===== src/rtl/kb_pkg.sv =====
// -----------------------------------------------------------------------------
// kb_pkg
// Shared constants for the keyboard path (decode stage and ascii_fifo).
//   ASCII_NUL          : decoder output for an unmapped key; never buffered
//   ASCII_BS           : backspace code, special-cased when
//                        ASCII_FIFO_BS_EN is defined
//   FIFO_DEPTH_DEFAULT : default number of ascii_fifo entries
// -----------------------------------------------------------------------------
package kb_pkg;

  localparam logic [7:0] ASCII_NUL = 8'h00;
  localparam logic [7:0] ASCII_BS  = 8'h08;

  localparam int FIFO_DEPTH_DEFAULT = 16;

  // A decoded code is worth storing only if the decoder mapped it.
  function automatic logic is_mapped(input logic [7:0] code);
    return code != ASCII_NUL;
  endfunction

endpackage


===== src/rtl/fifo_mem.sv =====
// -----------------------------------------------------------------------------
// fifo_mem
// DEPTH x 8 storage array for ascii_fifo. It has one synchronous write port
// and one asynchronous read port. The array is not reset, so its contents
// survive a FIFO clear.
// Ports:
//   clk      in   system clock
//   we       in   write enable, sampled on the rising edge
//   wr_addr  in   AW-bit write address
//   wr_data  in   8-bit write data
//   rd_addr  in   AW-bit read address
//   rd_data  out  8-bit data at rd_addr (combinational)
// -----------------------------------------------------------------------------
module fifo_mem #(
  parameter int DEPTH = 16,
  parameter int AW    = $clog2(DEPTH)
) (
  input  logic          clk,
  input  logic          we,
  input  logic [AW-1:0] wr_addr,
  input  logic [7:0]    wr_data,
  input  logic [AW-1:0] rd_addr,
  output logic [7:0]    rd_data
);

  logic [7:0] mem [DEPTH];

  always_ff @(posedge clk) begin
    if (we) begin
      mem[wr_addr] <= wr_data;
    end
  end

  assign rd_data = mem[rd_addr];

endmodule


===== src/rtl/ascii_fifo.sv =====
// -----------------------------------------------------------------------------
// ascii_fifo
// Circular FIFO for decoded keystrokes, with a show-ahead valid/ready output.
// Each cycle a pop is evaluated first. The push is then judged against the
// post-pop occupancy. A push into a full FIFO is dropped and sets a sticky
// overflow flag. A code of 8'h00 (unmapped key) is ignored.
//
// Optional feature (compile-time macro ASCII_FIFO_BS_EN):
//   When defined, a pushed backspace (8'h08) removes the newest unread
//   entry if the post-pop occupancy is non-zero. If nothing is left to erase,
//   the backspace is stored as an ordinary entry so that the consumer can
//   undo a character it has already taken.
//   When undefined, 8'h08 is stored like any other code.
//
// Ports:
//   clk        in   system clock, rising edge
//   i_rst_n    in   asynchronous active-low reset
//   i_sclr     in   synchronous clear, same effect as reset
//   i_key_en   in   one-cycle key-down strobe
//   i_ascii    in   decoded code, sampled when i_key_en=1
//   i_ready    in   consumer accepts the head entry
//   o_valid    out  head entry present on o_ascii
//   o_ascii    out  head entry (8'h00 while empty)
//   o_count    out  occupancy 0..DEPTH
//   o_full     out  o_count == DEPTH
//   o_empty    out  o_count == 0
//   o_overflow out  sticky: a push was dropped because the FIFO was full
// -----------------------------------------------------------------------------
module ascii_fifo
  import kb_pkg::*;
#(
  parameter int DEPTH = FIFO_DEPTH_DEFAULT
) (
  input  logic                       clk,
  input  logic                       i_rst_n,
  input  logic                       i_sclr,
  input  logic                       i_key_en,
  input  logic [7:0]                 i_ascii,
  input  logic                       i_ready,
  output logic                       o_valid,
  output logic [7:0]                 o_ascii,
  output logic [$clog2(DEPTH):0]     o_count,
  output logic                       o_full,
  output logic                       o_empty,
  output logic                       o_overflow
);

  localparam int AW = $clog2(DEPTH);
  localparam logic [AW:0] FULL_CNT = (AW+1)'(DEPTH);

  // ---------------------------------------------------------------------------
  // State
  // ---------------------------------------------------------------------------
  logic [AW-1:0] rd_ptr;
  logic [AW-1:0] wr_ptr;
  logic [AW:0]   count;
  logic          overflow;
  logic [7:0]    rd_data;

  // ---------------------------------------------------------------------------
  // Per-cycle decisions (pop first, then push against post-pop count)
  // ---------------------------------------------------------------------------
  logic          pop;
  logic          push_req;
  logic [AW:0]   cnt_pp;
  logic          bs_del;
  logic          wr_en;
  logic          ovf_set;

  logic [AW-1:0] rd_ptr_next;
  logic [AW-1:0] wr_ptr_next;
  logic [AW:0]   count_next;

  assign pop      = o_valid & i_ready;
  assign push_req = i_key_en & is_mapped(i_ascii);
  assign cnt_pp   = count - (AW+1)'(pop);

`ifdef ASCII_FIFO_BS_EN
  // A backspace erases the newest entry that is still unread after this
  // cycle's pop. With nothing left to erase, it falls through and is stored.
  assign bs_del = push_req && (i_ascii == ASCII_BS) && (cnt_pp != '0);
`else
  assign bs_del = 1'b0;
`endif

  assign wr_en   = push_req & ~bs_del & (cnt_pp != FULL_CNT);
  assign ovf_set = push_req & ~bs_del & (cnt_pp == FULL_CNT);

  always_comb begin
    rd_ptr_next = rd_ptr + AW'(pop);

    wr_ptr_next = wr_ptr;
    count_next  = cnt_pp;
    unique case ({wr_en, bs_del})
      2'b10: begin
        wr_ptr_next = wr_ptr + AW'(1);
        count_next  = cnt_pp + (AW+1)'(1);
      end
      2'b01: begin
        wr_ptr_next = wr_ptr - AW'(1);
        count_next  = cnt_pp - (AW+1)'(1);
      end
      default: begin
        wr_ptr_next = wr_ptr;
        count_next  = cnt_pp;
      end
    endcase
  end

  // ---------------------------------------------------------------------------
  // Control registers: asynchronous reset plus synchronous clear
  // ---------------------------------------------------------------------------
  always_ff @(posedge clk or negedge i_rst_n) begin
    if (!i_rst_n) begin
      rd_ptr   <= '0;
      wr_ptr   <= '0;
      count    <= '0;
      overflow <= 1'b0;
    end else if (i_sclr) begin
      rd_ptr   <= '0;
      wr_ptr   <= '0;
      count    <= '0;
      overflow <= 1'b0;
    end else begin
      rd_ptr   <= rd_ptr_next;
      wr_ptr   <= wr_ptr_next;
      count    <= count_next;
      overflow <= overflow | ovf_set;
    end
  end

  // ---------------------------------------------------------------------------
  // Storage: not reset, so it holds stale data across clears
  // ---------------------------------------------------------------------------
  fifo_mem #(
    .DEPTH (DEPTH),
    .AW    (AW)
  ) u_mem (
    .clk     (clk),
    .we      (wr_en),
    .wr_addr (wr_ptr),
    .wr_data (i_ascii),
    .rd_addr (rd_ptr),
    .rd_data (rd_data)
  );

  // ---------------------------------------------------------------------------
  // Outputs, derived only from registers and the array
  // ---------------------------------------------------------------------------
  assign o_count    = count;
  assign o_valid    = (count != '0);
  assign o_empty    = (count == '0);
  assign o_full     = (count == FULL_CNT);
  assign o_overflow = overflow;
  // Gate the stale array word so that the head reads as NUL while empty,
  // including immediately after an asynchronous reset.
  assign o_ascii    = o_valid ? rd_data : ASCII_NUL;

endmodule


===== config.mk =====
export PLATFORM = sky130hd
export DESIGN_NAME = ascii_fifo
export DESIGN_NICKNAME = d
export VERILOG_FILES = /design/src/rtl/kb_pkg.sv /design/src/rtl/fifo_mem.sv /design/src/rtl/ascii_fifo.sv
export SDC_FILE = /design/constraint.sdc
export NUM_CORES = 1
export LEC_CHECK = 0
export BUFFER_PORTS_ARGS = -buffer_cell sky130_fd_sc_hd__buf_4
export CAP_MARGIN = 20
export CORE_ASPECT_RATIO = 2
export CORE_MARGIN = 4
export CORE_UTILIZATION = 55
export DETAILED_ROUTE_END_ITERATION = 12
export PLACE_DENSITY = 0.81
export SETUP_SLACK_MARGIN = 0.1
export SKIP_CTS_REPAIR_TIMING = 1
export SLEW_MARGIN = 30
export SYNTH_ARGS = -nofsm -noshare
export SYNTH_HDL_FRONTEND = slang
export SYNTH_SLANG_ARGS = --single-unit
export TNS_END_PERCENT = 50

===== constraint.sdc =====
create_clock -name clk -period 3.1 [get_ports clk]
set_clock_uncertainty 0.1 [all_clocks]
set_input_delay 0.62 -clock clk [delete_from_list [all_inputs] [get_ports clk]]
set_output_delay 0.62 -clock clk [all_outputs]
set_load 0.005 [all_outputs]

## After elaboration in Yosys (flattened, before gate mapping)

Memories as Yosys holds them, arrays and structs flattened.
Cells that the tools add are included.

| word-level totals | value |
|---|---|
| memories | 1 |
| bits in registers | 14 |
| word-level logic and storage cells | 30 |
| memory bits (writable) | 128 |
| output and inout bits | 17 |

| cells by class | value |
|---|---|
| add/subtract/negate cells | 4 |
| equality and inequality tests | 3 |
| bitwise logic cells | 5 |
| reductions and logical operators | 4 |
| multiplexer cells | 9 |

Memory list:

| memory | depth | width | read ports | clocked after Yosys merged registers in | write ports | line | RTL |
|---|---|---|---|---|---|---|---|
| u_mem.mem | 16 | 8 | 1 | 0 | 1 | fifo_mem.sv:26 | `logic [7:0] mem [DEPTH];` |

Operators with widths:

| operator | count |
|---|---|
| $mux W4 | 3 |
| $eq A5 B5 Y1 const B | 2 |
| $mux W5 | 2 |
| $mux W8 | 1 |
| $reduce_bool A8 Y1 | 1 |
| $add A5 B1 Y5 const B | 1 |
| $logic_not A5 Y1 | 1 |
| $ne A5 B5 Y1 const B | 1 |
| $reduce_bool A5 Y1 | 1 |
| $sub A5 B1 Y5 | 1 |
| $add A4 B1 Y4 | 1 |
| $add A4 B1 Y4 const B | 1 |
| $and A1 B1 Y1 | 4 |
| $mux W1 | 3 |
| $reduce_bool A2 Y1 | 1 |
| $or A1 B1 Y1 | 1 |

## Logic depth before layout (Yosys ltp)

Gate-level depths: netlist of run 1.

| depth | value |
|---|---|
| word-level depth | 7 |
| mapped depth | 10 |

## Modules after synthesis

A second synthesis of run 1 with hierarchy kept.

| second synthesis, totals | value |
|---|---|
| cells, all modules | 320 |
| area total of the unflattened synthesis | 5955.7 µm² |

Modules (own cells, without submodules):

| module | cells an instance | times used | area each (µm²) |
|---|---|---|---|
| fifo_mem | 221 | 1 | 4987.3 |
| ascii_fifo | 99 | 1 | 968.4 |

## Worst setup path before layout of run 1

Ideal clock, no wire load.

| path | value |
|---|---|
| kind | reg2reg |
| from | register count[1] (netlist: o_count[1]) |
| to | memory u_mem.mem[0][0] (enable) |
| arrival time | 2.825 ns |
| cell stages (with the launch flop) | 10 |
| clock period less this slack | 3.322 ns |
| slack | -0.222 ns |
| buffers on the path | 0 |
| setup time | 0.398 ns |
| cell sequence | dfrtp_1 nor4_1 and2b_2 nor2b_1 ha_1 ha_1 ha_1 nand3_1 o21ai_2 nor4b_1 |

| on the way | value |
|---|---|
| word-level cells in the longest chain between the ends | 7 |

Ends and longest elaborated chain:

| element | line | RTL |
|---|---|---|
| start, declared | ascii_fifo.sv:56 | `logic [AW:0] count;` |
| start signal, assigned | ascii_fifo.sv:127 | `count <= count_next;` |
| $reduce_bool A5 Y1 | ascii_fifo.sv:151 | `assign o_valid = (count != '0);` |
| $and A1 B1 Y1 | ascii_fifo.sv:74 | `assign pop = o_valid & i_ready;` |
| $sub A5 B1 Y5 (*) | ascii_fifo.sv:76 | `assign cnt_pp = count - (AW+1)'(pop);` |
| $ne A5 B5 Y1 (*) | ascii_fifo.sv:86 | `assign wr_en = push_req & ~bs_del & (cnt_pp != FULL_CNT);` |
| $and A1 B1 Y1 (*) | ascii_fifo.sv:86 |  |
| $mux W1 (*) | fifo_mem.sv:29 | `if (we) begin` |
| $mux W1 (not written as such) (*) | fifo_mem.sv:30 | `mem[wr_addr] <= wr_data;` |
| end, declared | fifo_mem.sv:26 |  |

Every way passes the cells marked *; elsewhere a longest branch is shown, timed or not.

## Final worst setup path of run 1

| path | value |
|---|---|
| from | register rd_ptr[0] |
| to | output port o_ascii[2] |

| on the way | value |
|---|---|
| word-level cells in the longest chain between the ends | 2 |

Ends and longest elaborated chain:

| element | line | RTL |
|---|---|---|
| start, declared | ascii_fifo.sv:54 | `logic [AW-1:0] rd_ptr;` |
| start signal, assigned | ascii_fifo.sv:125 | `rd_ptr <= rd_ptr_next;` |
| $mem_v2 Z16 W8 | - |  |
| $mux W8 | ascii_fifo.sv:157 | `assign o_ascii = o_valid ? rd_data : ASCII_NUL;` |
| end, declared | ascii_fifo.sv:41 | `output logic [7:0] o_ascii,` |

No other way between the ends.

==> results of run 1 <==
-- sequential cells by signal (all words and copies together) (netlist names) --
signal and flops:
u_mem.mem 128, o_count 5, rd_ptr 4, wr_ptr 4
o_overflow 1
-- final timing paths --
path / from / to / slack (ns) / cells past startpoint
max in group asynchronous: i_rst_n / rd_ptr[0] / 2.22 / 2
worst min register to register: o_overflow / o_overflow / 0.42 / 2
min in group asynchronous: i_rst_n / o_count[0] / 0.49 / 2
worst max-delay path: rd_ptr[0] / o_ascii[2] / 0.05 / 7
worst min-delay path: i_ascii[3] / u_mem.mem[5][3] / 0.34 / 1
worst max register to register: o_count[3] / u_mem.mem[10][4] / 0.23 / 9
-- power by group --
part	switching, mW	internal [mW]
Combinational	0.852	0.930
Sequential	0.0651	2.17
Clock	0.740	1.17
Total	1.66	4.27
-- layout make-up --
cell class                 instances  area, um2  share of cell area [%]
clock buffer                      18        429                    5.71
inverter                           9       33.8                   0.449
sequential                       142       4200                    55.9
multi-input combinational        156       1940                    25.8
clock inverter                    12        124                    1.65
tap                              140        175                    2.33
timing repair buffer              71        614                    8.17
-- synth_stat cells, types with 3 or more instances --
| library cell | count | area, um2 |
|---|---|---|
| a211oi_1 | 18 | 135 |
| nor2b_1 | 14 | 87.6 |
| mux2i_1 | 8 | 80.1 |
| clkbuf_1 | 6 | 22.5 |
| ha_1 | 10 | 125 |
| a21oi_1 | 4 | 20.0 |
| mux2_1 | 3 | 33.8 |
| xnor2_1 | 4 | 35.0 |
| and4b_1 | 4 | 40.0 |
| mux4_2 | 13 | 293 |
| nand2_1 | 4 | 15.0 |
| nor2_1 | 15 | 56.3 |
| mux4_1 | 19 | 499 |
| inv_1 | 9 | 33.8 |
| edfxtp_1 | 128 | 3840 |
| nor3_1 | 4 | 20.0 |
| clkbuf_8 | 6 | 82.6 |
| dfrtp_1 | 14 | 350 |
| nand3_1 | 7 | 35.0 |
-- routing by layer --
layer	part of all wire [%]	global-route usage, %	vias to the layer above
met5	0	0	-
met4	5.1	10.6	0
met3	6.1	5.00	42
met2	57	39.7	165
met1	32	21.3	1732
li1	-	-	1464
-- metrics by stage --
| step | std cells | hold slack [ns] | instance area (um2) | power, mW |
|---|---|---|---|---|
| after floorplan | 328 | 0.224 | 6200 | 3.18 |
| after global placement | 507 | 0.381 | 6640 | 3.70 |
| after detailed placement | 507 | 0.381 | 6640 | 3.74 |
| after CTS | 537 | -0.0614 | 7190 | 5.64 |
| after global routing | 548 | 0.328 | 7520 | 6.16 |
| final | 548 | 0.342 | 7520 | 5.92 |
-- cells by family (layout without fill, tap and decap cells) --
| kind of cell | Yosys count | in the layout | synth area share (%) |
|---|---|---|---|
| flops | 142 | 142 | 67.7 |
| simple gates | 63 | 63 | 6.53 |
| mux | 45 | 45 | 15.0 |
| compound gates | 32 | 32 | 3.92 |
| buf+inv | 30 | 110 | 3.86 |
| fa+ha+maj | 10 | 10 | 2.02 |
| xor+xnor | 6 | 6 | 0.970 |
-- placed cells by master (no fill, tap or decap), drive strengths merged, types with 7 or more instances in the layout --
cell type	count
edfxtp	128
buf	69
mux4	32
clkbuf	19
a211oi	18
nor2	15
dfrtp	14
nor2b	14
ha	10
inv	9
mux2i	8
nand3	7
==> results by group, run 1 <==
Timing
  – Pins Over Slew Limit: 0
  – Setup slack after layout: 0.0546 ns
  – Fmax: 328 MHz
  – Slew margin rel.: 39.0%
  – RSZ-0062 raised after global routing: yes
  – Period utilisation layout: 98.2%
  – Worst Max-Slew Pin Slew: 0.915 ns
  – Setup TNS: 0 ns
  – Final Critical Period: 3.05 ns
  – Final Setup Violations: 0
  – Hold Vio Cnt, Final: 0

Critical path
  – CP Cell Sequence: buf_12 > buf_6 > mux4_2 > nor2b_4 > a211oi_4 > a211oi_2 > buf_4
  – Bufs and invs on worst path: 3
  – Largest stage delay, worst path: 0.49 ns
  – Crit end category: output pin
  – Slowest CP cell: dfrtp_4
  – Critical Path AT: 2.33 ns
  – CP required: 2.38 ns
  – Critical Path Source Type: register
  – Family with the most delay on the worst path: flip-flops
  – CP Class: register to output pin
  – Critical path fanouts, max: 5

Synthesis
  – Post-synth EDFFs: about 130
  – Net Count, Synth: around 350
  – Synth Warn #: 0
  – Post-synthesis cell type count: 47
  – Syn Area/Cell: 18.9 um2
  – Asr flop ratio synth: 9.86%
  – Seq/Total Area, Yosys: 67.7%
  – Post-Synthesis Cells: approximately 330
  – Primary FF master, synth: edfxtp_1
  – Synthesis-stage register bit count: 142
  – Mapped cell area: about 6200 um2

CTS
  – Total CTS buffers: 17
  – CTS H-Tree Depth: 4
  – Worst-Skew Late Latency: 0.41 ns
  – CTS tree: yes
  – Clock buffer depth: 2
  – Root Driver: clkbuf_16
  – Reg clk slew, reported paths: ~0.060 ns
  – Clk sinks: 142

Run status
  – Status: finished, final reports clean

Detailed routing
  – Drt first pass iters: 5
  – Routed wire length: about 14 mm
  – Avg Vias per Cell: 6.21
  – Starting DRT DRC Count: 332
  – Routed len/inst: ~25 um
  – Antenna-violating nets left: 0
  – Vias post-DR: 3403
  – DRC Markers: 0

Run
  – Maxcap violations: 0

Place
  – Buffers on Ports: 29
  – Pre-CTS setup slack: -0.0747 ns
  – DPL Wire Length: 8.87 mm
  – GP Congestion: 0.852

Global routing
  – First-pass GRT wire length: 19.7 mm
  – GRT Overall Usage: 21.0%
  – Largest net degree at the start of global routing: 27
  – GRT Residual Overflow: 0
  – Initial antenna violation count: 0
  – Number of global-route vias before repair: between 3000 and 4000

Pwr
  – Leakage: 2.61 nW
  – PD cells: just under 800 nW/um2
  – Max IR drop VDD: 0.000617 V

Final layout
  – Diode count: 0
  – Layout cells sized above 1: 39.0%
  – Area grow syn2layout: 21.4%
  – # fillers: between 600 and 700
  – # nets final: between 400 and 500
  – Post-layout util: 68.7%

Die
  – Die Width: roughly 83 um
  – Die Y-Extent: ~160 um
  – Row cnt: 54
  – Core box area: 10900 um2
  – Die area: 13100 um2
  – Ports: 30
  – Initial Util: around 57%

Min path
  – Hold Path Class: input port to register
Note: power is estimated with default switching activity, not from simulation.
==> run 2: changes to the inputs <==
--- a/config.mk
+++ b/config.mk
@@ -5,6 +5,7 @@
 export SDC_FILE = /design/constraint.sdc
 export NUM_CORES = 1
 export LEC_CHECK = 0
+export ABC_AREA = 1
 export BUFFER_PORTS_ARGS = -buffer_cell sky130_fd_sc_hd__buf_4
 export CAP_MARGIN = 20
 export CORE_ASPECT_RATIO = 2
==> results by group, run 2 <==
Global routing
  – Initial antenna violation count: 0
  – GRT Overall Usage: 24.3%
  – GRT Residual Overflow: 0
  – Number of global-route vias before repair: 4461
  – First-pass GRT wire length: 23.6 mm
  – Largest net degree at the start of global routing: 66

Detailed routing
  – Metal-1 WL: 5.28 mm
  – Antenna-violating nets left: 0
  – Highest routed metal layer: met4
  – Routed len/inst: 20.0 um
  – Routed wire length: between 15 and 20 mm
  – Vias post-DR: 4526
  – Avg Vias per Cell: approximately 5.8
  – DRC Markers: 0
  – Starting DRT DRC Count: approximately 580
  – Detailed route wirelength on metal2: 8.59 mm
  – WL met3: 918 um
  – Drt first pass iters: 5

Timing
  – Final Critical Period: 2.86 ns
  – Worst Max-Slew Pin Slew: approximately 0.53 ns
  – Hold Vio Cnt, Final: 0
  – Period utilisation layout: 92.2%
  – Pins Over Slew Limit: 0
  – Final Setup Violations: 0
  – Slew margin rel.: 64.3%
  – RSZ-0062 raised after global routing: yes
  – Fmax: 350 MHz

Pwr
  – Sequential Power Share: between 30% and 40%
  – Power Total: around 6.3 mW
  – Switching share of power: between 30% and 40%
  – PD cells: between 800 and 900 nW/um2
  – Combinational Power Share: 31.0%
  – Leakage: 2.90 nW
  – Design internal power: 4.25 mW
  – Clk pwr share: 33.6%
  – Max IR drop VDD: between 0.0007 and 0.0008 V
  – Sw power: 2.07 mW

CTS
  – Total CTS buffers: 17
  – Clock buffer depth: 2
  – CTS H-Tree Depth: 4
  – CTS tree: yes
  – Reg clk slew, reported paths: around 0.06 ns
  – Worst-Skew Late Latency: 0.41 ns
  – Clk sinks: 142
  – Root Driver: clkbuf_16

Critical path
  – CP Cell Sequence: clkinv_2 > buf_12 > nand2_1 > nand3_1 > nand3_1 > nand2_1 > nand2_1 > a21oi_1 > buf_4
  – CP Class: register to output pin
  – R2r worst-path depth: 17
  – Largest stage delay, worst path: 0.42 ns
  – Critical path fanouts, max: 40
  – Worst R2R Start: o_count[2]
  – CP required: 2.38 ns
  – CP Launch Point: rd_ptr[0]
  – Critical Path End: o_ascii[2]
  – R2R Setup Slk: 0.28 ns
  – Critical Path AT: 2.14 ns
  – Crit end category: output pin
  – Slowest CP cell: dfrtp_2
  – Crit-path most repeated cell: nand2_1
  – R2r endpoint: u_mem.mem[6][3]
  – Critical Path Source Type: register

Synthesis
  – Synth cell count leaders: 197 x nand2_1, 128 x edfxtp_1, 112 x nand3_1, 37 x nor2_1, 25 x inv_1
  – Post-Synthesis Cells: 584
  – Mapped cell area: 6220 um2
  – Post-synth top area cell: edfxtp_1
  – Post-synth EDFFs: approximately 130
  – Yosys top cell area share: 61.8%
  – Syn Area/Cell: 10.6 um2
  – Net Count, Synth: 607
  – Primary FF master, synth: edfxtp_1
  – Synthesis-stage register bit count: 142
  – Post-synthesis cell type count: 23
  – Synth Warn #: 0
  – Asr flop ratio synth: 9.86%
  – Most numerous cell in the Yosys netlist: nand2_1
  – Seq/Total Area, Yosys: between 60 and 70%
  – Ranking of synthesized cells by area: edfxtp_1 62%, nand2_1 12%, nand3_1 9.0%

Final layout
  – # fillers: 750
  – Area grow syn2layout: 19.5%
  – Max reg flops: 128
  – Diode count: 0
  – Most common cell after layout, fill and taps aside: nand2_1
  – Final instance count without filler cells: 777
  – # nets final: 647
  – Largest register by flop count: u_mem.mem
  – Layout cells sized above 1: 17.4%
  – Most frequent cells in the layout: 197 x nand2_1, 128 x edfxtp_1, 111 x nand3_1

Die
  – Core box area: 11000 um2
  – Die Width: slightly above 80 um
  – Ports: 30
  – Initial Util: 56.5%
  – Die Y-Extent: 158 um
  – Die area: 13200 um2
  – Row cnt: 54

Run
  – Maxcap violations: 0

Place
  – Cell count after placement: ~740
  – Buffers on Ports: 29
  – DPL Wire Length: approximately 10 mm
  – GP Congestion: between 0.8 and 0.9

Min path
  – Hold Path Class: input port to register

Run status
  – Status: finished, final reports clean
[run 2: worst min path at each step]
stage	from	to	slack [ns]	depth (start not counted)
floorplan	i_rst_n	o_count[0]	0.22	0
global placement	i_rst_n	o_count[3]	0.38	1
detailed placement	i_rst_n	o_count[0]	0.38	1
CTS	i_rst_n	o_count[0]	-0.06	1
global route	i_ascii[3]	u_mem.mem[7][3]	0.33	1
finish	i_sclr	o_overflow	0.32	2
[run 2: critical path, delay by kind of cell (launching register included)]
kind,cells,cell delay [ns]
DFF,1,0.42
AOI/OAI and AO/OA,1,0.16
buffers and inverters,3,0.63
and+or+nand+nor,5,0.48
[run 2: metal layers]
metal  vias up  GRT usage [%]
li1       2066              -
met1      2164           24.0
met2       234           45.2
met3        62           5.54
met4         0           15.4
met5         -              0
[run 2: logic make-up (layout without fill, tap and decap cells)]
logic type / after synthesis / in the layout / synth area share (%)
simple gates: 361 / 361 / 25.4
flops: 142 / 142 / 67.4
buf+inv: 55 / 108 / 3.68
compound gates: 13 / 13 / 1.05
fa+ha+maj: 10 / 10 / 2.01
xor+xnor: 3 / 3 / 0.423
[run 2: power groups by stage]
stage          Clock (mW)  Combinational (mW)  Sequential [mW]
2_1_floorplan           0                1.19             2.26
3_3_place_gp            0                1.77             2.26
3_5_place_dp            0                1.82             2.26
4_1_cts              2.13                1.85             2.23
5_1_grt              2.24                2.18             2.24
6_report             2.13                1.96             2.23
[run 2: stage by stage]
step	hold WS (ns)	TNS [ns]	util (%)	area, um2	setup WS (ns)
2_1_floorplan	0.224	0	-	6260	0.0915
4_1_cts	-0.0559	-2.45	66.2	7290	-0.0822
3_5_place_dp	0.385	-0.530	60.6	6670	-0.0246
6_report	0.325	0	67.5	7430	0.242
5_1_grt	0.328	0	67.5	7430	0.0950
3_3_place_gp	0.383	0	60.6	6670	0.0847
[run 2: layout make-up]
cell class,count,area [um2],area share (%)
Sequential cell,142,4200,56.5
Multi-Input combinational cell,387,1930,26.0
Clock buffer,19,433,5.83
Timing Repair Buffer,48,392,5.27
Clock inverter,13,189,2.54
Tap cell,140,175,2.36
Inverter,28,111,1.50
==> run 3: changes to the inputs <==
--- a/config.mk
+++ b/config.mk
@@ -8,11 +8,13 @@
 export ABC_AREA = 1
 export BUFFER_PORTS_ARGS = -buffer_cell sky130_fd_sc_hd__buf_4
 export CAP_MARGIN = 20
+export CELL_PAD_IN_SITES_DETAIL_PLACEMENT = 0
+export CELL_PAD_IN_SITES_GLOBAL_PLACEMENT = 1
 export CORE_ASPECT_RATIO = 2
 export CORE_MARGIN = 4
-export CORE_UTILIZATION = 55
+export CORE_UTILIZATION = 49
 export DETAILED_ROUTE_END_ITERATION = 12
-export PLACE_DENSITY = 0.81
+export PLACE_DENSITY = 0.85
 export SETUP_SLACK_MARGIN = 0.1
 export SKIP_CTS_REPAIR_TIMING = 1
 export SLEW_MARGIN = 30
==> constraint.sdc (replaced) <==
create_clock -name clk -period 3 [get_ports clk]
set_clock_uncertainty 0.1 [all_clocks]
set_input_delay 0.6 -clock clk [delete_from_list [all_inputs] [get_ports clk]]
set_output_delay 0.6 -clock clk [all_outputs]
set_load 0.005 [all_outputs]
==> results by group, run 3 (synthesis gave the netlist of run 2 again) <==
Run status
  – Status: finished, final reports clean

Final layout
  – Final instance count without filler cells: between 700 and 800
  – # fillers: approximately 990
  – Post-route cell area: roughly 7500 um2
  – Largest register by flop count: u_mem.mem
  – Layout cells sized above 1: 19.2%
  – Most frequent cells in the layout: 197 x nand2_1, 128 x edfxtp_1, 111 x nand3_1
  – Most common cell after layout, fill and taps aside: nand2_1
  – Diode count: 0
  – Max reg flops: 128
  – # nets final: 652
  – Area grow syn2layout: 21.1%

CTS
  – Reg clk slew, reported paths: 0.06 ns
  – Root Driver: clkbuf_16
  – Clk sinks: 142
  – Total CTS buffers: 17
  – Clock buffer depth: 2
  – Worst-Skew Late Latency: roughly 0.42 ns
  – CTS tree: yes
  – CTS H-Tree Depth: 4

Critical path
  – CP Class: register to output pin
  – Critical path fanouts, max: 32
  – Slowest CP cell: dfrtp_2
  – Family with the most delay on the worst path: buffers and inverters
  – Largest stage delay, worst path: around 0.44 ns
  – CP required: 2.30 ns
  – Bufs and invs on worst path: 3
  – CP Cell Sequence: inv_2 > buf_12 > nand2_1 > nand3_1 > nand3_1 > nand2_1 > nand2_1 > a21oi_1 > buf_4
  – Critical Path AT: 2.11 ns
  – Crit-path most repeated cell: nand2_1
  – Crit end category: output pin
  – Critical Path Source Type: register

Place
  – Placement Cell Area: 6780 um2
  – Buffers on Ports: 29
  – GP Congestion: 0.877
  – DPL Wire Length: 11.7 mm
  – Cell count after placement: 751

Detailed routing
  – Highest routed metal layer: met4
  – Drt first pass iters: 5
  – Antenna-violating nets left: 0
  – Detailed route wirelength on metal2: just under 10 mm
  – Avg Vias per Cell: 5.55
  – Routed wire length: 16.9 mm
  – Starting DRT DRC Count: roughly 350
  – WL met3: 703 um
  – DRC Markers: 0
  – Metal-1 WL: between 5 and 6 mm
  – Routed len/inst: 21.4 um
  – Vias post-DR: around 4400

Timing
  – Final Hold Slack: roughly 0.32 ns
  – Fmax: 356 MHz
  – Final Setup Violations: 0
  – Final Critical Period: roughly 2.8 ns
  – Worst Max-Slew Pin Slew: 0.546 ns
  – Pins Over Slew Limit: 0
  – Slew margin rel.: roughly 64%
  – Period utilisation layout: 93.6%
  – Setup TNS: 0 ns
  – Hold Vio Cnt, Final: 0
  – RSZ-0062 raised after global routing: yes

Global routing
  – First-pass GRT wire length: 25.1 mm
  – Number of global-route vias before repair: 4407
  – GRT Overall Usage: 24.4%
  – Initial antenna violation count: 0
  – GRT Residual Overflow: 0
  – Largest net degree at the start of global routing: 42

Pwr
  – Switching share of power: roughly 34%
  – Combinational Power Share: between 30% and 40%
  – PD cells: 885 nW/um2
  – Power Total: roughly 6.7 mW
  – Sw power: 2.29 mW
  – Sequential Power Share: roughly a third
  – Max IR drop VDD: 0.000646 V
  – Leakage: 2.89 nW
  – Clk pwr share: 33.0%
  – Design internal power: about 4.4 mW

Die
  – Row cnt: just under 60
  – Die Width: 87.7 um
  – Core box area: 12500 um2
  – Initial Util: 49.8%
  – Die area: 14700 um2
  – Ports: 30
  – Die Y-Extent: 167 um

Run
  – Maxcap violations: 0

Min path
  – Hold Path Class: input port to register
## run 3: worst paths after layout
check / cells after the start / slack [ns] / startpoint / endpoint
worst max-delay path: 9 / 0.19 / rd_ptr[0] / o_ascii[0]
worst min-delay path: 2 / 0.32 / i_sclr / o_overflow
worst max register to register: 16 / 0.23 / o_count[1] / u_mem.mem[12][5]
worst min register to register: 2 / 0.42 / o_overflow / o_overflow
max in group asynchronous: 2 / 2.14 / i_rst_n / rd_ptr[0]
min in group asynchronous: 2 / 0.47 / i_rst_n / rd_ptr[2]
## run 3: metrics by stage
stage          setup slack [ns]  utilization [%]
2_1_floorplan             0.131                -
3_3_place_gp              0.104             54.3
3_5_place_dp             0.0329             54.3
4_1_cts                  0.0248             59.3
5_1_grt                  0.0602             60.3
6_report                  0.192             60.3
## run 3: area by class of cell
| class | count | area, um2 | share of cell area [%] |
|---|---|---|---|
| Clock buffer | 17 | 425 | 5.65 |
| Sequential cell | 142 | 4200 | 55.7 |
| Timing Repair Buffer | 53 | 417 | 5.53 |
| Inverter | 28 | 121 | 1.61 |
| Tap cell | 150 | 188 | 2.49 |
| Multi-Input combinational cell | 387 | 1990 | 26.4 |
| Clock inverter | 15 | 195 | 2.59 |
## run 3: worst register-to-register path, delay by kind of cell (launching register included)
| family | cells | cell delay (ns) |
|---|---|---|
| AND/OR/NAND/NOR | 9 | 1.03 |
| flip-flops | 1 | 0.41 |
| adder cells (fa/ha/maj) | 3 | 0.59 |
| buffers and inverters | 4 | 0.32 |
## run 3: power groups by stage
| stage | combinational, mW | clock, mW | sequential (mW) |
|---|---|---|---|
| after floorplan | 1.26 | 0 | 2.34 |
| after global placement | 1.99 | 0 | 2.35 |
| after detailed placement | 2.01 | 0 | 2.35 |
| after CTS | 2.03 | 2.22 | 2.31 |
| after global routing | 2.37 | 2.31 | 2.32 |
| final | 2.15 | 2.20 | 2.32 |
## run 3: per-layer routing
layer / vias to the layer above / track usage (%)
li1: 2080 / -
met1: 2114 / 24.8
met2: 156 / 45.4
met3: 43 / 4.19
met4: 0 / 12.6
met5: - / 0
